File: src/rtl/id_issue_buf_pkg.sv
`default_nettype none
// ============================================================================
// Module      : id_issue_buf_pkg
// Description : Shared constants, FSM state encoding and fetch-packet layout
//               for the decode-side issue buffer.
// Revision    : 1.0 - initial release
// ============================================================================
package id_issue_buf_pkg;

    localparam logic [31:0] C_INST_NOP = 32'h0340_0000;
    localparam logic [31:0] C_PC_RESET = 32'h1c00_0000;

    typedef enum logic [1:0] {
        ST_EMPTY = 2'd0,
        ST_PAIR  = 2'd1,
        ST_HEAD  = 2'd2,
        ST_TAIL  = 2'd3
    } issue_state_t;

    typedef struct packed {
        logic [31:0] inst0;
        logic [31:0] inst1;
        logic [31:0] pc;
        logic [31:0] pc_next;
        logic [31:0] badv;
        logic [31:0] cookie;
        logic [6:0]  exception;
        logic [1:0]  excp_flag;
        logic [1:0]  priv_flag;
        logic [1:0]  branch_flag;
    } fetch_pkt_t;

endpackage
`default_nettype wire

File: src/rtl/issue_stat_cnt.sv
`default_nettype none
// ============================================================================
// Module      : issue_stat_cnt
// Description : Free-running issue statistics counters, cleared only by reset.
// Revision    : 1.0 - initial release
// ============================================================================
module issue_stat_cnt #(
    parameter int WIDTH = 32
) (
    input  logic             clk,
    input  logic             rstn,
    input  logic             inc_dual,
    input  logic             inc_single,
    input  logic             inc_split,
    input  logic             inc_bubble,
    output logic [WIDTH-1:0] stat_dual,
    output logic [WIDTH-1:0] stat_single,
    output logic [WIDTH-1:0] stat_split,
    output logic [WIDTH-1:0] stat_bubble
);

    localparam logic [WIDTH-1:0] C_ONE = {{(WIDTH-1){1'b0}}, 1'b1};

    logic [WIDTH-1:0] r_dual;
    logic [WIDTH-1:0] r_single;
    logic [WIDTH-1:0] r_split;
    logic [WIDTH-1:0] r_bubble;

    // Counters wrap naturally on overflow.
    always_ff @(posedge clk or negedge rstn) begin
        if (!rstn) begin
            r_dual   <= '0;
            r_single <= '0;
            r_split  <= '0;
            r_bubble <= '0;
        end else begin
            if (inc_dual)   r_dual   <= r_dual   + C_ONE;
            if (inc_single) r_single <= r_single + C_ONE;
            if (inc_split)  r_split  <= r_split  + C_ONE;
            if (inc_bubble) r_bubble <= r_bubble + C_ONE;
        end
    end

    assign stat_dual   = r_dual;
    assign stat_single = r_single;
    assign stat_split  = r_split;
    assign stat_bubble = r_bubble;

endmodule
`default_nettype wire

File: src/rtl/id_issue_buf.sv
`default_nettype none
// ============================================================================
// Module      : id_issue_buf
// Description : Holds one fetch packet and issues it to decode as two ordered
//               lanes, splitting privileged pairs. Optional counters: define
//               ID_ISSUE_STAT_EN.
// Revision    : 1.0 - initial release
// ============================================================================
module id_issue_buf
    import id_issue_buf_pkg::*;
#(
`ifdef ID_ISSUE_STAT_EN
    parameter int          STAT_WIDTH = 32,
`endif
    parameter logic [31:0] INST_NOP   = C_INST_NOP,
    parameter logic [31:0] PC_RESET   = C_PC_RESET
) (
    input  logic        clk,
    input  logic        rstn,
`ifdef ID_ISSUE_STAT_EN
    output logic [STAT_WIDTH-1:0] stat_dual,
    output logic [STAT_WIDTH-1:0] stat_single,
    output logic [STAT_WIDTH-1:0] stat_split,
    output logic [STAT_WIDTH-1:0] stat_bubble,
`endif
    input  logic        flush,
    input  logic        fifo_valid,
    output logic        fifo_ready,
    input  logic [31:0] fifo_inst0,
    input  logic [31:0] fifo_inst1,
    input  logic [31:0] fifo_pc,
    input  logic [31:0] fifo_pc_next,
    input  logic [31:0] fifo_badv,
    input  logic [31:0] fifo_cookie_out,
    input  logic [6:0]  fifo_exception,
    input  logic [1:0]  fifo_excp_flag,
    input  logic [1:0]  fifo_priv_flag,
    input  logic [1:0]  fifo_branch_flag,
    input  logic        id_ready,
    output logic        id_valid0,
    output logic        id_valid1,
    output logic [31:0] id_inst0,
    output logic [31:0] id_inst1,
    output logic [31:0] id_pc0,
    output logic [31:0] id_pc1,
    output logic [31:0] id_pc_next,
    output logic [31:0] id_badv,
    output logic [31:0] id_cookie,
    output logic [6:0]  id_exception,
    output logic [1:0]  id_excp_flag,
    output logic [1:0]  id_priv_flag,
    output logic [1:0]  id_branch_flag
);

    issue_state_t r_state;
    fetch_pkt_t   r_pkt;
    logic         r_cnt2;

    logic w_fire;
    logic w_done;
    logic w_cnt2;
    logic w_split;
    logic w_take;

    // A second slot is only usable when fetch ran sequentially with no fault.
    assign w_cnt2  = (fifo_pc_next == fifo_pc + 32'd8) && (fifo_excp_flag == 2'b00);
    assign w_split = w_cnt2 && (fifo_priv_flag != 2'b00);

    assign w_fire     = id_valid0 & id_ready;
    assign w_done     = (r_state == ST_EMPTY) | (w_fire & (r_state != ST_HEAD));
    assign fifo_ready = w_done & ~flush;
    assign w_take     = fifo_valid & fifo_ready;

    always_ff @(posedge clk or negedge rstn) begin
        if (!rstn) begin
            r_state <= ST_EMPTY;
            r_pkt   <= '0;
            r_cnt2  <= 1'b0;
        end else if (flush) begin
            r_state <= ST_EMPTY;
        end else if (w_take) begin
            r_state           <= w_split ? ST_HEAD : ST_PAIR;
            r_cnt2            <= w_cnt2;
            r_pkt.inst0       <= fifo_inst0;
            r_pkt.inst1       <= fifo_inst1;
            r_pkt.pc          <= fifo_pc;
            r_pkt.pc_next     <= fifo_pc_next;
            r_pkt.badv        <= fifo_badv;
            r_pkt.cookie      <= fifo_cookie_out;
            r_pkt.exception   <= fifo_exception;
            r_pkt.excp_flag   <= fifo_excp_flag;
            r_pkt.priv_flag   <= fifo_priv_flag;
            r_pkt.branch_flag <= fifo_branch_flag;
        end else if (w_done) begin
            r_state <= ST_EMPTY;
        end else if ((r_state == ST_HEAD) && w_fire) begin
            r_state <= ST_TAIL;
        end
    end

    // Lane decode depends only on held state, so outputs are stable while stalled.
    always_comb begin
        id_valid0      = 1'b0;
        id_valid1      = 1'b0;
        id_inst0       = INST_NOP;
        id_inst1       = INST_NOP;
        id_pc0         = PC_RESET;
        id_pc1         = PC_RESET;
        id_pc_next     = PC_RESET + 32'd8;
        id_badv        = '0;
        id_cookie      = '0;
        id_exception   = '0;
        id_excp_flag   = '0;
        id_priv_flag   = '0;
        id_branch_flag = '0;
        case (r_state)
            ST_PAIR: begin
                id_valid0      = 1'b1;
                id_valid1      = r_cnt2;
                id_inst0       = r_pkt.inst0;
                id_pc0         = r_pkt.pc;
                if (r_cnt2) begin
                    id_inst1 = r_pkt.inst1;
                    id_pc1   = r_pkt.pc + 32'd4;
                end
                id_pc_next     = r_pkt.pc_next;
                id_badv        = r_pkt.badv;
                id_cookie      = r_pkt.cookie;
                id_exception   = r_pkt.exception;
                id_excp_flag   = r_pkt.excp_flag;
                id_priv_flag   = r_pkt.priv_flag;
                id_branch_flag = r_pkt.branch_flag;
            end
            ST_HEAD: begin
                id_valid0      = 1'b1;
                id_inst0       = r_pkt.inst0;
                id_pc0         = r_pkt.pc;
                id_pc_next     = r_pkt.pc + 32'd4;
                id_badv        = r_pkt.badv;
                id_cookie      = r_pkt.cookie;
                id_exception   = r_pkt.exception;
                id_excp_flag   = r_pkt.excp_flag;
                id_priv_flag   = {1'b0, r_pkt.priv_flag[0]};
                id_branch_flag = {1'b0, r_pkt.branch_flag[0]};
            end
            ST_TAIL: begin
                id_valid0      = 1'b1;
                id_inst0       = r_pkt.inst1;
                id_pc0         = r_pkt.pc + 32'd4;
                id_pc_next     = r_pkt.pc_next;
                id_badv        = r_pkt.badv;
                id_cookie      = r_pkt.cookie;
                id_priv_flag   = {1'b0, r_pkt.priv_flag[1]};
                id_branch_flag = {1'b0, r_pkt.branch_flag[1]};
            end
            default: ;
        endcase
    end

`ifdef ID_ISSUE_STAT_EN
    issue_stat_cnt #(
        .WIDTH (STAT_WIDTH)
    ) u_stat (
        .clk         (clk),
        .rstn        (rstn),
        .inc_dual    (w_fire & id_valid1),
        .inc_single  (w_fire & ~id_valid1),
        .inc_split   ((r_state == ST_HEAD) & w_fire & ~flush),
        .inc_bubble  (id_ready & ~id_valid0),
        .stat_dual   (stat_dual),
        .stat_single (stat_single),
        .stat_split  (stat_split),
        .stat_bubble (stat_bubble)
    );
`endif

endmodule
`default_nettype wire

File: config.mk
export PLATFORM = sky130hd
export DESIGN_NAME = id_issue_buf
export DESIGN_NICKNAME = d
export VERILOG_FILES = /design/src/rtl/id_issue_buf_pkg.sv /design/src/rtl/issue_stat_cnt.sv /design/src/rtl/id_issue_buf.sv
export SDC_FILE = /design/constraint.sdc
export NUM_CORES = 1
export LEC_CHECK = 0
export ABC_CLOCK_PERIOD_IN_PS = 5600
export CORE_AREA = 5 5 190 192
export DETAILED_ROUTE_END_ITERATION = 7
export DIE_AREA = 0 0 195 197
export HOLD_SLACK_MARGIN = 0.02
export PLACE_DENSITY = 0.63
export SLEW_MARGIN = 20
export SYNTH_ARGS = -nofsm -noshare
export SYNTH_HDL_FRONTEND = slang
export SYNTH_SLANG_ARGS = --single-unit
File: constraint.sdc
create_clock -name clk -period 5.6 [get_ports clk]
set_clock_uncertainty 0.2 [all_clocks]
set_input_delay 1.68 -clock clk [delete_from_list [all_inputs] [get_ports clk]]
set_output_delay 1.68 -clock clk [all_outputs]
set_load 0.005 [all_outputs]
* After elaboration in Yosys (flattened, before gate mapping) *
Cells that the tools add are included.
W data, S select, Z words.

cells by class
  $add $sub $neg = 2
  multiply operators = 0
  div/mod/pow operators = 0
  order comparisons = 0
  equal/unequal tests = 5
  shift operators = 0
  mux-type cells = 20
  bitwise gates (word level) = 6
  reduce and logical (&&, ||, !) cells = 11

operators by type and width
  kind                     number
  $mux W32                 6
  $pmux W32 S2             3
  $add A32 B3 Y32 const B  1
  $add A32 B4 Y32 const B  1
  $eq A32 B32 Y1           1
  $mux W2                  6
  $pmux W2 S3              2
  $mux W7                  1
  $and A1 B1 Y1            4
  $eq A2 B2 Y1 const B     2
  $logic_not A2 Y1         2
  $reduce_bool A4 Y1       1
  $reduce_or A2 Y1         2
  $logic_and A1 B1 Y1      3
  $reduce_or A3 Y1         1
  $eq A2 B1 Y1 const B     1
  $mux W1                  2
  $ne A2 B2 Y1 const B     1
  $reduce_and A2 Y1        1
  $reduce_bool A2 Y1       1
  $not A1 Y1               1
  $or A1 B1 Y1             1

storage, ports and cells
  bits in registers = 208
  bits in latches = 0
  RAM bits = 0
  ROM bits = 0
  bits of input ports = 210
  output and inout bits = 240
  logic and storage cells = 56
  memories = 0

* Depth between registers and ports, before layout *
Gate-level depths: netlist of run 1.

  depth in word-level cells = 10
  depth in mapped cells = 9
  depth with buffers taken out = 8

* Worst setup path after synthesis of run 1 *
OpenSTA, ideal clock, no wires.

  path type = register to output
  from = reg r_pkt[111] in the netlist's numbering
  to = out id_pc_next[28]
  arrival time = 2,289 ps
  data required time = 3,720 ps
  slack = 1,431 ps
  stages on the path, launching flop included = 9
  path buffers = 0
  cell sequence = dfrtp_1 > ha_1 > nand4_1 > nor4_2 > nand2_1 > or2_2 > nand2b_1 > xnor2_1 > a221o_1

on the way
  word-level cells in the longest chain between the ends = 2

RTL lines
  what             RTL line             RTL
  start, declared  id_issue_buf.sv:56   fetch_pkt_t r_pkt;
  $add A32 B3 Y32  id_issue_buf.sv:138  id_pc_next = r_pkt.pc + 32'd4;
  $pmux W32 S2     id_issue_buf.sv:116  case (r_state)
  end, declared    id_issue_buf.sv:46   output logic [31:0] id_pc_next,

No other way between the ends.

* Worst setup path after layout of run 1 *
  from = reg r_pkt[118] in the netlist's numbering
  to = out id_pc_next[27]

Same word-level chain as after synthesis.

==> summary.md, run 1 <==
| Metric | Value |
|---|---|
| Clk buf depth | `3` |
| Final hold vios | `0` |
| DP HPWL | `33.9 mm` |
| Drt total wl | `46.4 mm` |
| # DRC | `0` |
| Setup TNS | `0 ps` |
| Post-synth ARST share | `100%` |
| Crit path kind | `reg2out` |
| RSZ-0062 raised after global routing | `no` |
| Global-route wire length before repair | `69.4 mm` |
| Worst EP arrival | `about 3600 ps` |
| Core ar. | `0.0342 mm²` |
| Req. time, crit path | `approximately 3700 ps` |
| Hold Crit Class | `reg2reg` |
| Congestion Overflow GR | `0` |
| Layout overhead on the synthesized area | `50.3%` |
| Drt via density | `between 5 and 6` |
| Reg2reg setup slack | `around 2900 ps` |
| Worst r2r path cells | `6` |
| Post-CTS setup buffer count | `0` |
| Full die area | `approximately 0.038 mm²` |
| Vias | `10650` |
| Syn Inst Count | `about 1100` |
| Filler Cell Count | `about 3100` |
| Routed wire length per instance | `between 20 and 25 µm` |
| Syn_nets | `around 1300` |
| Clock-pin transition on the worst setup and hold timing paths | `60 ps` |
| Synth Flop Type | `dfrtp_1` |
| Setup Viol. Count Final | `0` |
| # clock sinks | `between 200 and 250` |
| Register area | `0.00521 mm²` |
| First-iteration detailed-routing DRC count | `~640` |
| Pre-CTS WS | `between 500 and 600 ps` |
| Post-synth EDFFs | `0` |
| TritonCTS Buffers | `26` |
| Initial antenna violation count | `0` |
| Max Cap Violations | `0` |
| Worst Tran Pin Value | `between 900 and 1000 ps` |
| Share of layout cells above drive strength 1 | `between 15 and 20%` |
| Largest net degree at the start of global routing | `approximately 150` |
| DRT Pass-1 Iters | `5` |
| GP Congestion | `0.903` |
| Hold path cells | `1` |
| Most frequent cells in the layout | `448 x clkdlybuf4s50_1, 207 x dfrtp_1, 201 x mux2_2, 100 x nor2_1, 70 x nor2b_1` |
| Number of global-route vias before repair | `~11000` |
| Net count reported at finish | `between 1500 and 2000` |
| Die Wd | `approximately 200 µm` |
| Root buffer cell | `clkbuf_16` |
| Worst setup EP type | `output port` |
| Mapped Area | `about 0.012 mm²` |
| H-tree levels | `1` |
| Final worst path period share | `approximately 97%` |
| Worst skew pair latency | `about 520 ps` |
| Die height | `roughly 200 µm` |
| Worst setup margin | `152 ps` |
| Final Power | `about 4.8 mW` |
| Peak Freq | `184 MHz` |
| CTS tree | `done` |
| Tmin final | `between 5000 and 6000 ps` |
| Final Slew Violations | `0` |
| Area of the multi-input gates | `0.00624 mm²` |
| Aggregate global-route resource usage | `between 20% and 30%` |
| Avg Cell Area, Syn | `between 10 and 15 µm²` |
| Diodes inserted | `0` |
| LEAKAGE | `just under 7 nW` |
| #FFs+latches synth | `208` |
| Yosys warning count | `0` |
| Top Ports | `450` |
| Peak supply drop | `0.211 mV` |
| Critical Path Fanout Max | `8` |
| Most common cell after layout, fill and taps aside | `clkdlybuf4s50_1` |
| # rows | `slightly below 70` |
| Status | `finished, final reports clean` |
| I/O Buffers | `about 450` |
| Sequential fraction of the synthesis area | `roughly 44%` |
| Slew headroom | `between 30% and 40%` |
| Post-DRT Antenna Nets | `0` |
| Startpoint types | `flop` |
| Unique masters post-synth | `64` |
| Pwr dens | `approximately 270 mW/mm²` |
| Starting Density | `around a third` |
## layer usage
metal,track usage (%),vias up,wire (µm)
met5,0,-,0
met1,29.3,5271,19100
met2,37.7,446,21900
met4,6.67,0,1510
li1,-,4854,-
met3,6.79,79,3850
## cell type report
type,count,area share (%)
clock buffer,38,4.34
clock inverter,10,0.885
inverter,13,0.276
multi-input combinational,821,35.3
sequential,208,29.5
tap,455,3.22
timing repair buffer,466,26.5
## through the flow
stage / utilization (%) / cells / cell area, µm² / hold WS, ps
finish: 51.6 / 2011 / 17700 / 296
CTS: 51.6 / 2011 / 17600 / 301
global route: 51.6 / 2011 / 17700 / 311
floorplan: - / 1121 / 11800 / 271
detailed placement: 48.9 / 1963 / 16700 / 287
global placement: 48.9 / 1963 / 16700 / 281
## path summary, 6_finish.rpt
path                                          end                   start
setup reg to reg           r_pkt[133]$_DFFE_PN0P_  r_state[0]$_DFFE_PN0P_
hold / removal              r_pkt[19]$_DFFE_PN0P_   r_pkt[19]$_DFFE_PN0P_
min in group asynchronous   r_pkt[89]$_DFFE_PN0P_                    rstn
hold reg to reg             r_pkt[19]$_DFFE_PN0P_   r_pkt[19]$_DFFE_PN0P_
max in group asynchronous  r_pkt[188]$_DFFE_PN0P_                    rstn
setup / recovery                   id_pc_next[27]  r_pkt[118]$_DFFE_PN0P_
## critical path: stages (launching register included)
cell,delay (ps)
dfrtp_1,460
nand4_1,290
nor4_2,450
nand3_1,140
buf_4,190
nor2_1,270
nand3_1,180
xnor2_2,200
a221o_1,370
clkdlybuf4s50_1,500
## synth_stat cells, types with 21 or more instances
master    instances  share of area [%]
and3_1           42                2.2
clkbuf_1         72                2.3
xnor2_1          41                3.1
nor2_1          100                3.2
o21ai_0          21               0.89
nand3_1          31                1.3
dfrtp_1         208                 44
and2_1           32                1.7
xor2_1           22                1.6
nand2_1          35                1.1
a22oi_1          67                4.3
mux2_2          201                 19
nor2b_1          70                3.7
## repair_timing
action,in CTS,in global routing
hold buffers,0,0
gates resized for setup,1,4
endpoints found under the setup margin,1,9
gates cloned,0,0
## cell families (layout without fill, tap and decap cells)
family                     Yosys count  count (layout)  share of synthesized area [%]
DFF                                208             208                           44.3
adders and majority gates            6               6                          0.639
buffers and inverters               92             527                           2.97
and+or+nand+nor                    394             394                           18.4
AOI/OAI and AO/OA                  157             157                           9.75
muxes                              201             201                           19.3
xor gates and xnor gates            63              63                           4.69
## registers in the layout, indices dropped and copies added (netlist names)
signal	flops
r_pkt	205
r_state	2
r_cnt2	1
## where the power goes
group          switching (mW)  internal [mW]
clock network           0.671           1.13
registers               0.189           1.77
logic                   0.459          0.622
total                    1.32           3.52
Power figures use the tool's default switching activity.
==> run 2, diff against run 1 <==
Settings changed: CORE_AREA 5 5 190 192 to 5 5 173 175, DIE_AREA 0 0 195 197 to 0 0 178 180, PLACE_DENSITY 0.63 to 0.75.
==> summary.md, run 2 (synthesis results as in run 1) <==
| Metric | Value |
|---|---|
| Status | `finished, final reports clean` |
| CP Cell Sequence | `ha_2, nand4_1, nor4_2, buf_4, nand2_1, or2_2, nand2b_1, xnor2_2, a221o_1, clkdlybuf4s50_1` |
| Number of global-route vias before repair | `11106 (+1.6%)` |
| Layout overhead on the synthesized area | `49.5%` |
| Core ar. | `0.0283 mm² (-17%)` |
| Cts hold-fix bufs | `0 (unchanged)` |
| Vias | `10768 (+1.1%)` |
| Clk buf depth | `3 (unchanged)` |
| Sw power | `1.30 mW (-1.5%)` |
| Aggregate global-route resource usage | `26.2% (+3.4 points)` |
| Post-DRT Antenna Nets | `0 (unchanged)` |
| Root buffer cell | `clkbuf_16` |
| Crit path kind | `reg2out` |
| H-tree levels | `1 (unchanged)` |
| DRT Pass-1 Iters | `7 (+2)` |
| Critical Path Fanout Max | `5 (-3)` |
| Pre-CTS WS | `608 ps (+55.9 ps)` |
| Worst path max stage delay | `490 ps (about the same)` |
| Routed wire length per instance | `22.5 µm (-2.4%)` |
| Clock-pin transition on the worst setup and hold timing paths | `60 ps (about the same)` |
| Most frequent cells in the layout | `448 x clkdlybuf4s50_1, 207 x dfrtp_1, 201 x mux2_2, 100 x nor2_1, 70 x nor2b_1` |
| # rows | `62 (-8.8%)` |
| Flop pwr share | `40.9% (+0.5 points)` |
| Drt total wl | `43.7 mm (-5.9%)` |
| Top reg by flops | `r_pkt` |
| Slew headroom | `29.7% (-6.7 points)` |
| Worst setup EP type | `output port` |
| Global-route wire length before repair | `66.5 mm (-4.2%)` |
| Worst skew pair latency | `540 ps (+20 ps)` |
| Largest net degree at the start of global routing | `98 (-36%)` |
| Top Ports | `450 (unchanged)` |
| Share of layout cells above drive strength 1 | `18.0% (+0.035 points)` |
| Final worst path period share | `96.7% (-0.54 points)` |
| Die Wd | `178 µm (-8.7%)` |
| Net count reported at finish | `1752 (unchanged)` |
| RSZ-0062 raised after global routing | `no` |
| Congestion Overflow GR | `0 (unchanged)` |
| LEAKAGE | `6.74 nW (-0.31%)` |
| Initial antenna violation count | `3 (+3)` |
| Full die area | `0.0320 mm² (-17%)` |
| TritonCTS Buffers | `25 (-3.8%)` |
| # clock sinks | `208 (unchanged)` |
| Power share of the combinational group | `22.3% (about the same)` |
| Pwr dens | `273 mW/mm² (-0.48%)` |
| Most common cell after layout, fill and taps aside | `clkdlybuf4s50_1` |
| DP HPWL | `32.1 mm (-5.1%)` |
| Worst setup margin | `183 ps (+30.4 ps)` |
| Final hold vios | `0 (unchanged)` |
| Sw frac | `27.1% (-0.13 points)` |
| I/O Buffers | `449 (unchanged)` |
| Worst Tran Pin Value | `1050 ps (+98.8 ps)` |
| CP top delay family | `simple AND/OR/NAND/NOR gates` |
| Peak supply drop | `0.274 mV (+29%)` |
| Starting Density | `41.5% (+7.1 points)` |
| Number of flip-flops in the largest register | `205 (unchanged)` |
| Startpoint types | `flop` |
| Tmin final | `5420 ps (-30.4 ps)` |
| Clock share of power | `36.8% (-0.4 points)` |
| Worst EP arrival | `3540 ps (-30 ps)` |
| Final Slew Violations | `0 (unchanged)` |
| GP Congestion | `0.905 (+0.22%)` |
| CP max-delay cell | `clkdlybuf4s50_1` |
| Die height | `180 µm (-8.6%)` |
| Setup Viol. Count Final | `0 (unchanged)` |
| Drt via density | `5.55 (+4.8%)` |
| Crit path buffers/inverters | `2 (unchanged)` |
| First-iteration detailed-routing DRC count | `640 (+0.31%)` |
| Peak Freq | `185 MHz (+0.56%)` |
| CTS tree | `done` |
| Setup TNS | `0 ps (unchanged)` |
| Regs by FF count | `r_pkt x205, r_state x2, r_cnt2 x1` |
| Max Cap Violations | `0 (unchanged)` |
| Hold Crit Class | `reg2reg` |
| Req. time, crit path | `3720 ps (about the same)` |
| # DRC | `0 (unchanged)` |
| P_int | `3.50 mW (-0.82%)` |
## run 2: cell count changes in the layout (fill, tap and decap cells not counted), sizes merged
| cell | before | now |
|---|---|---|
| clkbuf | 39 | 33 |
| diode | 0 | 3 |
| buf | 17 | 18 |
| bufinv | 4 | 5 |
| clkinvlp | 1 | 2 |
## run 2: layout make-up
type | instances | area (µm²)
Clock inverter | 12 | 198
Antenna cell | 3 | 7.51
Fill cell | 2326 | 10700
Sequential cell | 208 | 5210
Clock buffer | 32 | 692
Inverter | 13 | 48.8
Timing Repair Buffer | 467 | 4710
Multi-Input combinational cell | 821 | 6230
Tap cell | 384 | 480
## run 2: stage by stage
stage | total power [mW] | utilization, % | area (µm²) | std cells | hold WS, ps
after global placement | 3.02 | 58.8 | 16700 | 1893 | 281
after global routing | 5.01 | 62.1 | 17600 | 1940 | 310
after detailed placement | 3.05 | 58.8 | 16700 | 1893 | 287
after CTS | 4.84 | 62.0 | 17500 | 1937 | 300
final | 4.80 | 62.1 | 17600 | 1940 | 296
after floorplan | 2.49 | - | 11800 | 1121 | 271
## run 2: per-layer routing
metal | vias up | GRT usage [%] | share of wire [%]
li1 | 4867 | - | -
met5 | - | 0 | 0
met1 | 5304 | 31.6 | 38
met4 | 0 | 10.6 | 4.3
met3 | 106 | 7.33 | 8.7
met2 | 491 | 44.1 | 49
## run 2: power by group through the flow
stage | Combinational, mW | Clock, mW | Sequential (mW)
after detailed placement | 1.07 | 0 | 1.98
after global routing | 1.16 | 1.86 | 1.99
after floorplan | 0.575 | 0 | 1.91
after global placement | 1.05 | 0 | 1.97
final | 1.07 | 1.76 | 1.96
after CTS | 1.08 | 1.81 | 1.96
## run 2: worst reg2reg max path, delay by kind of cell, from the launching register on
family	cells	cell delay, ps
AND/OR/NAND/NOR	3	820
buffers and inverters	2	620
flip-flops	1	470
multiplexers	1	460
## run 2: path summary, 6_finish.rpt
check	startpoint	endpoint	slack, ps	cells past startpoint
min in group asynchronous	rstn	r_pkt[59]$_DFFE_PN0P_	1010	1
hold reg to reg	r_pkt[13]$_DFFE_PN0P_	r_pkt[13]$_DFFE_PN0P_	300	1
setup / recovery	r_pkt[112]$_DFFE_PN0P_	id_pc_next[28]	180	10
hold / removal	r_pkt[13]$_DFFE_PN0P_	r_pkt[13]$_DFFE_PN0P_	300	1
max in group asynchronous	rstn	r_pkt[111]$_DFFE_PN0P_	3270	2
setup reg to reg	r_state[0]$_DFFE_PN0P_	r_pkt[104]$_DFFE_PN0P_	2910	6
## run 2: what timing repair did
action	in CTS	in global routing
hold endpoints to repair	0	0
setup endpoints to repair	0	6
buffers inserted	0	0
resized for setup	0	4
==> run 3, diff against run 2 <==
Settings changed: ABC_AREA from default to 1, CORE_AREA 5 5 173 175 to 5 5 170 172, CTS_CLUSTER_SIZE from default to 20, DIE_AREA 0 0 178 180 to 0 0 175 177, PLACE_DENSITY 0.75 to 0.79.
==> summary.md, run 3 <==
| Metric | Value |
|---|---|
| Global-route wire length before repair | `72.0 mm (+8.2%)` |
| Vias | `13230 (+23%)` |
| DRT Pass-1 Iters | `6 (-1)` |
| Max layer used | `met4` |
| RSZ-0062 raised after global routing | `no` |
| Starting Density | `44.2% (+2.7 points)` |
| Cts hold-fix bufs | `0 (unchanged)` |
| Clock-pin transition on the worst setup and hold timing paths | `60 ps (about the same)` |
| Top Ports | `450 (unchanged)` |
| Most frequent cells after synthesis | `696 x nand2_1, 208 x dfrtp_1, 208 x inv_1, 184 x nor2_1, 143 x o21ai_0` |
| Final Slew Violations | `0 (unchanged)` |
| Reg2reg setup slack | `3270 ps (+360 ps)` |
| Setup TNS | `0 ps (unchanged)` |
| Pwr dens | `360 mW/mm² (+32%)` |
| # clock sinks | `208 (unchanged)` |
| Final hold vios | `0 (unchanged)` |
| Mux share of post-synthesis cell area | `0% (-19 points)` |
| Post-synth EDFFs | `0 (unchanged)` |
| Final worst path period share | `93.5% (-3.2 points)` |
| Syn Inst Count | `1799 (+60%)` |
| Congestion Overflow GR | `0 (unchanged)` |
| Final Util | `65.2% (+3.2 points)` |
| # DRC | `0 (unchanged)` |
| H-tree levels | `1 (unchanged)` |
| Crit path kind | `reg2out` |
| Metal3 WL | `4.88 mm (+28%)` |
| Routed wl met2 | `21.7 mm (+1.6%)` |
| Worst skew pair latency | `540 ps (about the same)` |
| Tmin final | `5240 ps (-180 ps)` |
| Number of flip-flops in the largest register | `205 (unchanged)` |
| Largest net degree at the start of global routing | `105 (+7.1%)` |
| Share of layout cells above drive strength 1 | `4.86% (-13 points)` |
| Slew headroom | `42.2% (+12 points)` |
| Met1 wire length | `18.2 mm (+8.7%)` |
| Post-synth ARST share | `100% (unchanged)` |
| Routed wire length per instance | `18.2 µm (-19%)` |
| Largest family of logic cells by synthesized area | `simple AND/OR/NAND/NOR gates` |
| Max Cap Violations | `0 (unchanged)` |
| LEAKAGE | `8.11 nW (+20%)` |
| FF-to-FF End | `r_pkt[61]$_DFFE_PN0P_` |
| Post-synthesis simple-gate area fraction | `33.2% (+15 points)` |
| Regs by FF count | `r_pkt x205, r_state x2, r_cnt2 x1` |
| Most frequent cells in the layout | `694 x nand2_1, 448 x clkdlybuf4s50_1, 208 x dfrtp_1, 207 x inv_1, 184 x nor2_1` |
| Status | `finished, final reports clean` |
| Yosys warning count | `0 (unchanged)` |
| Net count reported at finish | `2421 (+38%)` |
| Design Area, Final | `0.0178 mm² (+1.4%)` |
| Die Wd | `175 µm (-1.7%)` |
| Drt total wl | `46.9 mm (+7.4%)` |
| Hold WS | `277 ps (-19.3 ps)` |
| Setup Viol. Count Final | `0 (unchanged)` |
| #FFs+latches synth | `208 (unchanged)` |
| Clk buf depth | `3 (unchanged)` |
| Avg Cell Area, Syn | `6.71 µm² (-36%)` |
| Register area | `0.00520 mm² (about the same)` |
| Hold Crit Class | `reg2reg` |
| Die height | `177 µm (-1.7%)` |
| CP startpoint | `r_pkt[111]$_DFFE_PN0P_` |
| GP Congestion | `0.959 (+6.0%)` |
| Peak Freq | `191 MHz (+3.4%)` |
| CTS tree | `done` |
| Unique masters post-synth | `35 (-45%)` |
| Core ar. | `0.0273 mm² (-3.5%)` |
| Placed cell areas | `0.0169 mm² (+1.3%)` |
| TritonCTS Buffers | `25 (unchanged)` |
| Largest cells by area after synthesis | `dfrtp_1 43%, nand2_1 22%, inv_1 6.5%` |
| Reg-to-reg startpoint | `r_state[0]$_DFFE_PN0P_` |
| Sequential fraction of the synthesis area | `43.1% (-1.2 points)` |
| Full die area | `0.0310 mm² (-3.3%)` |
| Most common cell after layout, fill and taps aside | `nand2_1` |
| Worst r2r path cells | `8 (+2)` |
| Top cell type's share of synthesized area | `43.1% (-1.2 points)` |
| Pre-CTS WS | `586 ps (-21.6 ps)` |
| Startpoint types | `flop` |
| Worst EP arrival | `3360 ps (-180 ps)` |
| Worst setup EP type | `output port` |
| # rows | `61 (-1.6%)` |
| Post-DRT Antenna Nets | `0 (unchanged)` |
| CTS resizes | `0 (unchanged)` |
| Adder-Cell Fraction of Synth Area | `0.622% (-0.017 points)` |
| Worst setup margin | `362 ps (+180 ps)` |
| Cell with the most instances after synthesis | `nand2_1` |
| I/O Buffers | `449 (unchanged)` |
| Worst Tran Pin Value | `867 ps (-186 ps)` |
| Area of the multi-input gates | `0.00574 mm² (-7.9%)` |
| Top reg by flops | `r_pkt` |
| Drt via density | `5.14 (-7.4%)` |
| Req. time, crit path | `3720 ps (about the same)` |
| Initial antenna violation count | `3 (unchanged)` |
| Mapped Area | `0.0121 mm² (+2.8%)` |
| First-iteration detailed-routing DRC count | `1269 (+98%)` |
| Post-CTS setup buffer count | `0 (unchanged)` |
| Peak supply drop | `0.245 mV (-10%)` |
| DP HPWL | `34.8 mm (+8.4%)` |
| Root buffer cell | `clkbuf_16` |
| Syn_nets | `2015 (+51%)` |
| Number of global-route vias before repair | `12998 (+17%)` |
| Synth Area in Compound Gates | `10.8% (+1.0 points)` |
| Fraction of synthesized cell area in xor and xnor cells | `2.76% (-1.9 points)` |
| Crit path capture | `id_pc0[14]` |
| Critical Path Fanout Max | `5 (unchanged)` |
| Cell taking the most area after synthesis | `dfrtp_1` |
| Layout overhead on the synthesized area | `47.6%` |
| Synth Flop Type | `dfrtp_1` |
| Filler Cell Count | `2394 (+2.9%)` |
| Aggregate global-route resource usage | `29.3% (+3.1 points)` |
-- run 3: changes by cell type after synthesis, moves of 24 or more --
cell and delta:
nand2_1 +661, mux2_2 -201, inv_1 +196, o21ai_0 +122, nor2_1 +84, a21oi_1 +76
nor2b_1 -70, a22oi_1 -65, and3_1 -42, and2_1 -32, nand3_1 +29, xnor2_1 -24
-- run 3: worst min path at each step --
stage,from,depth (start not counted),slack (ps),endpoint
after floorplan,r_pkt[0]$_DFFE_PN0P_,2,240,r_pkt[0]$_DFFE_PN0P_
after global placement,r_pkt[93]$_DFFE_PN0P_,2,260,r_pkt[93]$_DFFE_PN0P_
after detailed placement,r_pkt[0]$_DFFE_PN0P_,2,260,r_pkt[0]$_DFFE_PN0P_
after CTS,r_pkt[0]$_DFFE_PN0P_,2,280,r_pkt[0]$_DFFE_PN0P_
after global routing,r_pkt[182]$_DFFE_PN0P_,2,290,r_pkt[182]$_DFFE_PN0P_
final,r_pkt[0]$_DFFE_PN0P_,2,280,r_pkt[0]$_DFFE_PN0P_
-- run 3: cells by family (layout without fill, tap and decap cells) --
logic type	count (synthesis)	count (layout)
buf+inv	300	725
other cells	0	4
flops	208	208
simple gates	998	998
compound gates	249	249
fa+ha+maj	6	6
xor+xnor	38	38
-- run 3: critical path, stage by stage (launching register included) --
cell             delay [ps]
dfrtp_1                 400
ha_1                    230
nand4_1                 160
nor2_2                  170
nand4_2                 200
nor2_1                  440
xnor2_1                 170
inv_1                   100
nand2_1                  50
a21oi_1                 300
clkdlybuf4s50_1         590
-- run 3: stage by stage --
| step | instances | total power, mW |
|---|---|---|
| 6_report | 2574 | 6.42 |
| 5_1_grt | 2573 | 6.79 |
| 4_1_cts | 2570 | 6.44 |
| 3_5_place_dp | 2524 | 4.57 |
| 3_3_place_gp | 2524 | 4.52 |
| 2_1_floorplan | 1799 | 3.35 |
-- run 3: where the power goes --
| group | internal, mW | switching, mW | total [mW] |
|---|---|---|---|
| combinational | 1.02 | 1.26 | 2.29 |
| sequential | 1.97 | 0.318 | 2.29 |
| clock | 1.15 | 0.688 | 1.84 |
| total | 4.15 | 2.27 | 6.42 |
-- run 3: final cells by class --
class | instances | share of cell area, %
antenna | 4 | 0.0561
clock buffer | 37 | 4.38
clock inverter | 9 | 0.933
inverter | 208 | 4.42
multi-input combinational | 1291 | 32.2
sequential | 208 | 29.2
tap | 346 | 2.43
timing repair buffer | 471 | 26.4
-- run 3: layer usage --
layer | up-vias | global-route usage [%]
met5 | - | 0
li1 | 6329 | -
met1 | 6078 | 36.9
met4 | 0 | 13.3
met2 | 701 | 47.8
met3 | 122 | 7.58
